File: src/rtl/rom_port_arbiter.sv
// Boot ROM read-port arbiter: data-first priority with fetch starvation guard.
// One-cycle registered responses; range/alignment errors return safe data.
module rom_port_arbiter #(
  parameter int unsigned ADDRESS_WIDTH = 32,
  parameter int unsigned DATA_WIDTH    = 32,
  parameter logic [ADDRESS_WIDTH-1:0] ROM_BASE  = 32'hBFC00000,
  parameter logic [ADDRESS_WIDTH-1:0] ROM_LIMIT = 32'hBFC00FFF,
  parameter int unsigned STARVE_MAX    = 4
) (
  input  logic                     clk,
  input  logic                     rst,
  input  logic                     if_req,
  input  logic [ADDRESS_WIDTH-1:0] if_addr,
  input  logic                     if_flush,
  output logic                     if_gnt,
  output logic                     if_rvalid,
  output logic [DATA_WIDTH-1:0]    if_rdata,
  output logic                     if_err,
  input  logic                     d_req,
  input  logic [ADDRESS_WIDTH-1:0] d_addr,
  output logic                     d_gnt,
  output logic                     d_rvalid,
  output logic [DATA_WIDTH-1:0]    d_rdata,
  output logic                     d_err,
  output logic [ADDRESS_WIDTH-1:0] rom_addr,
  input  logic [DATA_WIDTH-1:0]    rom_dout
);

  localparam int CW = 4;
  localparam logic [CW-1:0] SMAX = CW'(STARVE_MAX);
  localparam logic [DATA_WIDTH-1:0] NOP = DATA_WIDTH'(32'h00000013);

  logic [CW-1:0]            starve_q;
  logic [ADDRESS_WIDTH-1:0] gnt_addr;
  logic [ADDRESS_WIDTH:0]   end_addr;
  logic                     gnt_err;

  always_comb begin
    if_gnt = 1'b0;
    d_gnt  = 1'b0;
    if (!rst) begin
      if (if_req && d_req) begin
        if (starve_q == SMAX) if_gnt = 1'b1;
        else                  d_gnt  = 1'b1;
      end else if (if_req) begin
        if_gnt = 1'b1;
      end else if (d_req) begin
        d_gnt = 1'b1;
      end
    end
  end

  always_comb begin
    gnt_addr = d_addr;
    rom_addr = ROM_BASE;
    unique case (1'b1)
      if_gnt: begin
        gnt_addr = if_addr;
        rom_addr = {if_addr[ADDRESS_WIDTH-1:2], 2'b00};
      end
      d_gnt: begin
        gnt_addr = d_addr;
        rom_addr = {d_addr[ADDRESS_WIDTH-1:2], 2'b00};
      end
      default: ;
    endcase
  end

  // Extra bit keeps the end-of-word compare from wrapping near the top.
  assign end_addr = {1'b0, gnt_addr} + (ADDRESS_WIDTH+1)'(3);
  assign gnt_err  = (gnt_addr < ROM_BASE)
                 || (end_addr > {1'b0, ROM_LIMIT})
                 || (gnt_addr[1:0] != 2'b00);

  always_ff @(posedge clk) begin
    if (rst) begin
      if_rvalid <= 1'b0;
      if_rdata  <= '0;
      if_err    <= 1'b0;
      d_rvalid  <= 1'b0;
      d_rdata   <= '0;
      d_err     <= 1'b0;
      starve_q  <= '0;
    end else begin
      if_rvalid <= if_gnt && !if_flush;
      d_rvalid  <= d_gnt;
      if (if_gnt) begin
        if_err   <= gnt_err;
        if_rdata <= (gnt_err || rom_dout == '0) ? NOP : rom_dout;
      end
      if (d_gnt) begin
        d_err   <= gnt_err;
        d_rdata <= gnt_err ? '0 : rom_dout;
      end
      if (if_req && !if_gnt) begin
        if (starve_q != SMAX) starve_q <= starve_q + 1'b1;
      end else begin
        starve_q <= '0;
      end
    end
  end

endmodule

File: config.mk
export PLATFORM = sky130hd
export DESIGN_NAME = rom_port_arbiter
export DESIGN_NICKNAME = d
export VERILOG_FILES = /design/src/rtl/rom_port_arbiter.sv
export SDC_FILE = /design/constraint.sdc
export NUM_CORES = 1
export LEC_CHECK = 0
export BUFFER_PORTS_ARGS = -buffer_cell sky130_fd_sc_hd__buf_2
export CORE_ASPECT_RATIO = 0.9
export CORE_MARGIN = 2
export CORE_UTILIZATION = 35
export CTS_BUF_LIST = sky130_fd_sc_hd__clkbuf_2 sky130_fd_sc_hd__clkbuf_4 sky130_fd_sc_hd__clkbuf_8
export CTS_CLUSTER_DIAMETER = 80
export CTS_CLUSTER_SIZE = 28
export DETAILED_ROUTE_END_ITERATION = 12
export GPL_ROUTABILITY_DRIVEN = 0
export PLACE_DENSITY_LB_ADDON = 0.2
export REMOVE_ABC_BUFFERS = 1
export SLEW_MARGIN = 20
export SYNTH_ARGS = -nofsm -noshare
export SYNTH_HDL_FRONTEND = slang
export SYNTH_SLANG_ARGS = --single-unit
File: constraint.sdc
create_clock -name clk -period 8.55 [get_ports clk]
set_clock_uncertainty 0.15 [all_clocks]
set_input_delay 0.855 -clock clk [delete_from_list [all_inputs] [get_ports clk]]
set_output_delay 0.855 -clock clk [all_outputs]
set_load 0.05 [all_outputs]
Yosys cells after proc, flatten, opt, wreduce, memory -nomap -nowiden --
Index checks and enable logic that the tools add are counted.
Word-level totals: word-level logic and storage cells 38, output and inout port bits 102, register bits after elaboration 72, bits of input ports 101
Operators by class: magnitude comparators 2, mux-type cells 13, bitwise gates (word level) 1, equality and inequality tests 2, add/subtract/negate cells 2, reductions and logical operators 11
Operator list (number):
- 32-bit 2-to-1 mux | 3
- 32-bit case mux with 2 select lines | 1
- 32-bit by 2-bit adder with 33-bit output (second input constant) | 1
- 33-bit by 32-bit greater-than comparator with 1-bit output (second input constant) | 1
- 32-bit zero test | 1
- 32-bit less-than comparator (second input constant) | 1
- 1-bit 2-to-1 mux | 9
- 4-bit by 1-bit adder with 4-bit output (second input constant) | 1
- 4-bit by 3-bit == test with 1-bit output (second input constant) | 1
- 4-bit by 3-bit inequality test with 1-bit output (second input constant) | 1
- 1-bit logical AND | 3
- 1-bit logical OR | 3
- 1-bit zero test | 2
- 2-bit nonzero test | 1
- 2-bit OR reduction | 1
- 1-bit inverter | 1

Logic depth before layout (Yosys ltp) --
Gate-level depths: netlist of run 1.
word-level depth 11, depth in mapped cells 16, gate-level depth less buffers 12

Worst setup path after synthesis of run 1 --
No wires, ideal clock.
path kind input to output, from input if_req, to output rom_addr[22], stages 8, arrival 3.010 ns, data required time 7.545 ns, slack 4.535 ns, cells stage by stage nor2b_1 -> o21ai_1 -> inv_2 -> clkbuf_1 -> buf_1 -> clkbuf_1 -> a22oi_1 -> nand2_1
On the way: word-level cells in the longest chain between the ends 4, elaborated cells on any way between the ends 8
Ends and longest elaborated chain:
- start: declaration | RTL line 12 | input logic if_req,
- 1-bit 2-to-1 mux or 1-bit logical AND (tied branches) | RTL line 45, 42
- 1-bit 2-to-1 mux * | RTL line 42 | if (if_req && d_req) begin
- 1-bit 2-to-1 mux * | RTL line 41 | if (!rst) begin
- net if_gnt | RTL line 15 | output logic if_gnt,
- 32-bit case mux with 2 select lines * | RTL line 56 | unique case (1'b1)
- end: declaration | RTL line 25 | output logic [ADDRESS_WIDTH-1:0] rom_addr,
The timed path passes the listed nets; every way through them passes the cells marked *.

Final worst setup path of run 1 --
from register starve_q[0], to register d_rdata[11]
On the way: word-level cells in the longest chain between the ends 10, elaborated cells on any way between the ends 15
Ends and longest elaborated chain:
- start: declaration | RTL line 33 | logic [CW-1:0] starve_q;
- start signal: assignment | RTL line 96 | if (starve_q != SMAX) starve_q <= starve_q + 1'b1;
- 4-bit by 3-bit == test with 1-bit output * | RTL line 43 | if (starve_q == SMAX) if_gnt = 1'b1;
- 1-bit 2-to-1 mux | RTL line 43
- 1-bit 2-to-1 mux | RTL line 42
- 1-bit 2-to-1 mux | RTL line 41
- 32-bit 2-to-1 mux | RTL line 56
- 32-bit by 2-bit adder with 33-bit output | RTL line 70 | assign end_addr = {1'b0, gnt_addr} + (ADDRESS_WIDTH+1)'(3);
- 33-bit by 32-bit greater-than comparator with 1-bit output | RTL line 72 | || (end_addr > {1'b0, ROM_LIMIT})
- 1-bit logical OR | RTL line 72
- 1-bit logical OR | RTL line 73 | || (gnt_addr[1:0] != 2'b00);
- 32-bit 2-to-1 mux | RTL line 93 | d_rdata <= gnt_err ? '0 : rom_dout;
- end signal: assignment | RTL line 93
- end: declaration | RTL line 23 | output logic [DATA_WIDTH-1:0] d_rdata,
Every way passes the cells marked *; elsewhere a longest branch is shown, timed or not. A chain may end at the register's enable or synchronous reset.

==> results of run 1 <==
-- metal layers --
metal / global-route usage / wire length, um
met1: 0.255 / 5150
met2: 0.364 / 5710
met3: 0.0562 / 872
met4: 0.0529 / 136
met5: 0 / 0
-- layout by cell type, fill, tap and decap left out, types with 2 or more instances in the layout --
| cell type | count |
|---|---|
| mux2i_1 | 3 |
| ha_1 | 3 |
| o22ai_1 | 2 |
| nor2_1 | 9 |
| conb_1 | 2 |
| xnor2_1 | 3 |
| o32ai_1 | 2 |
| nand2_1 | 150 |
| clkinv_2 | 2 |
| dfxtp_1 | 72 |
| or3_1 | 7 |
| a22oi_1 | 8 |
| nand3_1 | 15 |
| buf_4 | 5 |
| nor2_2 | 2 |
| and3_1 | 3 |
| a22o_1 | 19 |
| inv_1 | 8 |
| o21ai_0 | 69 |
| or4_1 | 5 |
| and4_1 | 4 |
| o21ai_1 | 3 |
| o31ai_1 | 3 |
| nand4_1 | 9 |
| a21oi_1 | 5 |
| o211ai_1 | 3 |
| clkbuf_8 | 11 |
| o41a_1 | 3 |
| bufinv_16 | 2 |
| nor3_1 | 4 |
| a31oi_1 | 5 |
| buf_2 | 200 |
| nor4_1 | 11 |
-- through the flow --
stage	std cells	hold WS, ns	total power, mW	instance area (um^2)
after CTS	800	0.304	0.798	4900
after floorplan	450	0.280	0.431	3440
after global placement	784	0.279	0.491	4670
after detailed placement	784	0.287	0.493	4670
final	800	0.298	0.790	4900
after global routing	800	0.330	0.824	4900
-- power groups by stage --
| stage | logic (mW) | clock network [mW] | registers, mW |
|---|---|---|---|
| after CTS | 0.146 | 0.313 | 0.339 |
| after floorplan | 0.0766 | 0 | 0.354 |
| after global routing | 0.157 | 0.328 | 0.339 |
| after global placement | 0.144 | 0 | 0.347 |
| after detailed placement | 0.146 | 0 | 0.347 |
| final | 0.146 | 0.306 | 0.339 |
-- kinds of logic (layout without fill, tap and decap cells) --
group | count (synthesis) | count (layout) | share of synthesized area
AO/OA/AOI/OAI | 131 | 131 | 0.235
buffers and inverters | 41 | 230 | 0.0506
adder cells (fa/ha/maj) | 3 | 3 | 0.0105
flip-flops | 72 | 72 | 0.402
XOR/XNOR | 4 | 4 | 0.00977
other | 1 | 2 | 0.00105
multiplexers | 3 | 3 | 0.00838
AND/OR/NAND/NOR | 226 | 226 | 0.282
-- flip-flops by register name, summed over array words and instances (netlist names) --
signal and count:
d_err 1, d_rdata 32, d_rvalid 1, if_err 1, if_rdata 32, if_rvalid 1
starve_q 4
-- worst max-delay path, stage by stage, from the launching register on --
cell	delay, ns
dfxtp_1	0.38
inv_1	0.06
ha_1	0.22
and3b_1	0.24
o21ai_2	0.67
inv_2	0.39
buf_4	0.40
or3_1	0.44
o32ai_1	0.28
a21oi_1	0.15
o2111ai_4	0.20
buf_4	0.53
o21ai_0	0.20
-- worst paths after layout --
kind | start | end
worst max-delay path | starve_q[0] | d_rdata[11]
worst min-delay path | d_rdata[24] | d_rdata[24]
worst max register to register | starve_q[0] | d_rdata[11]
worst min register to register | d_rdata[24] | d_rdata[24]
-- area by class of cell --
class,instances,area (um^2),share of cell area
multi-input combinational,369,1990,0.407
sequential,72,1440,0.294
timing repair buffer,205,1040,0.212
tap,129,161,0.0330
clock buffer,11,151,0.0309
clock inverter,5,78.8,0.0161
inverter,9,33.8,0.00690
==> summary.md, run 1 <==
| Metric | Value |
|---|---|
| Area contributors post-synth | `dfxtp_1, nand2_1, o21ai_0` |
| Total CTS buffers | `9` |
| Maxcap violations | `0` |
| Final setup margin | `4.05 ns` |
| Final TNS setup | `0 ns` |
| Synth Instances | `481` |
| Yosys top cell by area | `dfxtp_1` |
| IO Pins | `203` |
| Slew Viols, Final | `0` |
| First-pass GRT wire length | `18900 um` |
| Crit share post-route | `0.526` |
| Post-CTS sizing | `0` |
| Worst slack, placed | `3.91 ns` |
| Setup violators final | `0` |
| Outcome | `finished, final reports clean` |
| Clock Sinks | `72` |
| Worst Path Arrival | `4.54 ns` |
| Total number of vias | `4221` |
| Static Leak | `2.19 nW` |
| Worst skew pair latency | `0.34 ns` |
| Post-route ant nets | `0` |
| Worst Tran Pin Value | `0.840 ns` |
| YS warnings | `0` |
| FMAX | `0.222 GHz` |
| Sequential Power Share | `0.429` |
| Setup CP Type | `flop to flop` |
| Register area share after synthesis | `0.402` |
| EDFF count, synth | `0` |
| TritonCTS clock tree | `built` |
| Min Tclk post-route | `4.50 ns` |
| Clk slew on worst S/H paths | `0.08 ns` |
| DR WL/cell | `14.8 um` |
| Die width | `111 um` |
| GRT Resource Usage Total | `0.208` |
| Layout cell share with drive strength beyond 1 | `0.343` |
| Clock power frac | `0.387` |
| Core Util, Final | `0.484` |
| Async set-reset flop share out of synthesis | `0` |
| Antenna violations before repair | `0` |
| Number of synthesized register bits | `72` |
| Detail Placement HPWL | `8780 um` |
| Worst hold stages | `2` |
| Cell-internal power | `0.560 mW` |
| Worst slew margin | `0.440` |
| Area Growth Syn to Fin | `36.6%` |
| Grt ovf | `0` |
| Maximum clock path buffer count | `2` |
| Combinational power share | `0.185` |
| Final number of hold-violating endpoints | `0` |
| Startpoint types | `flop` |
| Library cells used by synthesis | `49` |
| Top-count cell post-synth | `nand2_1` |
| Most used DFF post-synth | `dfxtp_1` |
| Share of the synthesized area in the top cell type | `0.402` |
| Routed WL | `11900 um` |
| Port Buffers | `200` |
| R2R cell count | `12` |
| Switching pwr | `0.230 mW` |
| Via density | `5.28` |
| DR pass1 iterations | `4` |
| Core area | `10100 um^2` |
| Filler cells | `1047` |
| Hold Path Class | `flop to flop` |
| Vias in the first global route | `3883` |
| Netlist Area Pre-Place | `3580 um^2` |
| Largest net degree at the start of global routing | `67` |
| Starting Density | `0.354` |
| Unrepaired setup endpoints after global routing | `false` |
| Die ar. | `11100 um^2` |
| Max H-tree Level | `3` |
| Clock tree root buffer cell | `clkbuf_8` |
| Critical-path maximum fanout | `66` |
| Num rows | `35` |
| Pwr Density | `161 nW/um^2` |
| Final Net Count | `770` |
| Antenna cell count | `0` |
| Max IR drop VDD | `80.4 uV` |
| Commonest cells in the netlist | `nand2_1, dfxtp_1, o21ai_0` |
| Setup Fix Bufs, Post-CTS | `0` |
| Synth Area per Inst | `7.45 um^2` |
| Switching Fraction | `0.291` |
| Drt drc | `0` |
| R2r setup slk | `4.05 ns` |
| Post-CTS Hold Buffers | `0` |
| Die Ht | `100 um` |
| DR iter-0 viols | `240` |
| Crit. End Element | `flop` |
| WP data required | `8.59 ns` |
(Power assumes the default switching activity.)
==> run 2: changes to the inputs <==
==> constraint.sdc (replaced) <==
create_clock -name clk -period 3.7 [get_ports clk]
set_clock_uncertainty 0.15 [all_clocks]
set_input_delay 0.37 -clock clk [delete_from_list [all_inputs] [get_ports clk]]
set_output_delay 0.37 -clock clk [all_outputs]
set_load 0.05 [all_outputs]
==> run 2 against run 1 <==
  * Power rose by 140%
  * Global-route usage rose by 0.27 points
  * Die area did not move
  * Maximum frequency rose by 36%
  * Critical path depth did not move
  * Largest power group unchanged
  * Non-clock buffer count rose by 5
  * Register-to-register slack got worse by 3.6 ns
  * Sequential cell count did not move
  * Largest cell class unchanged
==> summary.md, run 2 (same netlist as run 1, synthesis figures left out) <==
| Metric | Value |
|---|---|
| Outcome | `finished, final reports clean` |
| First-pass GRT wire length | `19100 um` |
| Die ar. | `11100 um^2` |
| DR pass1 iterations | `5` |
| Layout cell share with drive strength beyond 1 | `0.348` |
| WP data required | `3.77 ns` |
| Most frequent cells in the layout | `buf_2, nand2_1, dfxtp_1` |
| Worst-path cell chain | `inv_1 -> ha_1 -> and3b_1 -> o21ai_4 -> mux2i_1 -> ha_1 -> nand2_1 -> o32ai_1 -> o211ai_1 -> nor4_2 -> o2111ai_4 -> o41a_1` |
| Clock power frac | `0.408` |
| Core area | `10100 um^2` |
| Worst Tran Pin Value | `0.696 ns` |
| Static Leak | `2.23 nW` |
| Min Tclk post-route | `3.30 ns` |
| GRT Resource Usage Total | `0.210` |
| Total number of vias | `4217` |
| FMAX | `0.303 GHz` |
| Grt ovf | `0` |
| Antenna violations before repair | `0` |
| Largest net degree at the start of global routing | `72` |
| Unrepaired setup endpoints after global routing | `false` |
| Area Growth Syn to Fin | `39.0%` |
| Clock tree root buffer cell | `clkbuf_8` |
| Post-CTS Hold Buffers | `0` |
| Setup violators final | `0` |
| Detail Placement HPWL | `8840 um` |
| Final number of hold-violating endpoints | `0` |
| Drt drc | `0` |
| DR WL/cell | `14.7 um` |
| Die Ht | `100 um` |
| Setup CP Type | `flop to flop` |
| Critical-path maximum fanout | `8` |
| Worst slew margin | `0.532` |
| Switching Fraction | `0.289` |
| Most Frequent Cell on Critical Path | `ha_1` |
| Pwr Density | `382 nW/um^2` |
| Max IR drop VDD | `218 uV` |
| Maxcap violations | `0` |
| Sequential Power Share | `0.412` |
| Antenna cell count | `0` |
| Switching pwr | `0.549 mW` |
| Cell-internal power | `1.35 mW` |
| Cell area after layout | `4980 um^2` |
| Worst slack, placed | `0.121 ns` |
| Slowest CP cell | `o41a_1` |
| Crit path max-delay family | `compound AO/OA/AOI/OAI gates` |
| DR iter-0 viols | `235` |
| Num rows | `35` |
| Vias in the first global route | `3922` |
| IO Pins | `203` |
| Routed WL | `11900 um` |
| Total CTS buffers | `9` |
| Biggest regs | `d_rdata: 32 flops, if_rdata: 32 flops, starve_q: 4 flops` |
| Crit. End Element | `flop` |
| Worst skew pair latency | `0.34 ns` |
| Worst Path Arrival | `3.37 ns` |
| Max H-tree Level | `3` |
| Placed cell area | `4710 um^2` |
| Area occupied by multi-input gates | `2000 um^2` |
| Die width | `111 um` |
| Worst path buffer plus inverter count | `1` |
| Slew Viols, Final | `0` |
| Maximum clock path buffer count | `2` |
| TritonCTS clock tree | `built` |
| Final Net Count | `775` |
| Final setup margin | `0.404 ns` |
| Combinational power share | `0.180` |
| Starting Density | `0.354` |
| Clk slew on worst S/H paths | `0.08 ns` |
| Max stage delay on crit path | `0.41 ns` |
| Hold Path Class | `input pin to flop` |
| Seq. cell area | `1440 um^2` |
| Via density | `5.24` |
| Filler cells | `1034` |
| Crit share post-route | `0.891` |
| Startpoint types | `flop` |
| Port Buffers | `200` |
| Commonest non-fill, non-tap cell in the layout | `buf_2` |
| Post-route ant nets | `0` |
| Clock Sinks | `72` |
[run 2: changes by cell type in the layout (fill, tap and decap cells not counted), sizes merged]
cell / delta
clkinv: -2
buf: +5
inv: +1
clkinvlp: +1
bufinv: +1
clkbuf: -1
[run 2: routing by layer]
metal	vias up	global-route usage	part of all wire	wire [um]
met5	-	0	0	0
met4	0	0.0702	0.0098	116
met3	13	0.0411	0.073	865
met2	193	0.368	0.49	5870
met1	1930	0.263	0.42	5010
li1	2081	-	-	-
[run 2: power groups by stage]
stage	combinational, mW	clock, mW	sequential, mW
detailed placement	0.341	0	0.801
global placement	0.338	0	0.801
floorplan	0.177	0	0.819
finish	0.342	0.776	0.783
CTS	0.342	0.795	0.783
global route	0.369	0.832	0.784
[run 2: worst paths after layout]
kind | slack [ns] | from | cells after the start | end
worst max-delay path | 0.40 | starve_q[0] | 12 | if_rdata[4]
worst min-delay path | 0.04 | if_flush | 2 | if_rvalid
worst max register to register | 0.40 | starve_q[0] | 12 | if_rdata[4]
worst min register to register | 0.30 | if_rdata[6] | 2 | if_rdata[6]
[run 2: stage by stage]
step / hold slack [ns] / util / TNS [ns] / cells / power (mW)
after detailed placement: 0.289 / 0.466 / 0 / 788 / 1.14
after CTS: 0.0296 / 0.491 / 0 / 804 / 1.92
after global placement: 0.278 / 0.466 / 0 / 788 / 1.14
final: 0.0408 / 0.493 / 0 / 805 / 1.90
after global routing: 0.0255 / 0.493 / 0 / 805 / 1.98
after floorplan: 0.280 / - / -107.04 / 450 / 0.996
[run 2: final cells by class]
type / count / area share
Inverter: 9 / 0.00678
Clock inverter: 6 / 0.0231
Timing Repair Buffer: 210 / 0.219
Clock buffer: 10 / 0.0276
Tap cell: 129 / 0.0324
Multi-Input combinational cell: 369 / 0.402
Sequential cell: 72 / 0.289
[run 2: worst register-to-register path: cells and delay by family, from the launching register on]
kind / cells / cell delay [ns]
multiplexers: 1 / 0.23
flip-flops: 1 / 0.40
AO/OA/AOI/OAI: 5 / 1.27
buffers and inverters: 1 / 0.06
adder cells (fa/ha/maj): 2 / 0.41
AND/OR/NAND/NOR: 3 / 0.65
[run 2: what timing repair did]
action,in CTS,in global routing
setup buffers,0,1
gates resized for setup,0,2
endpoints found under the hold margin,0,0
endpoints found under the setup margin,0,55
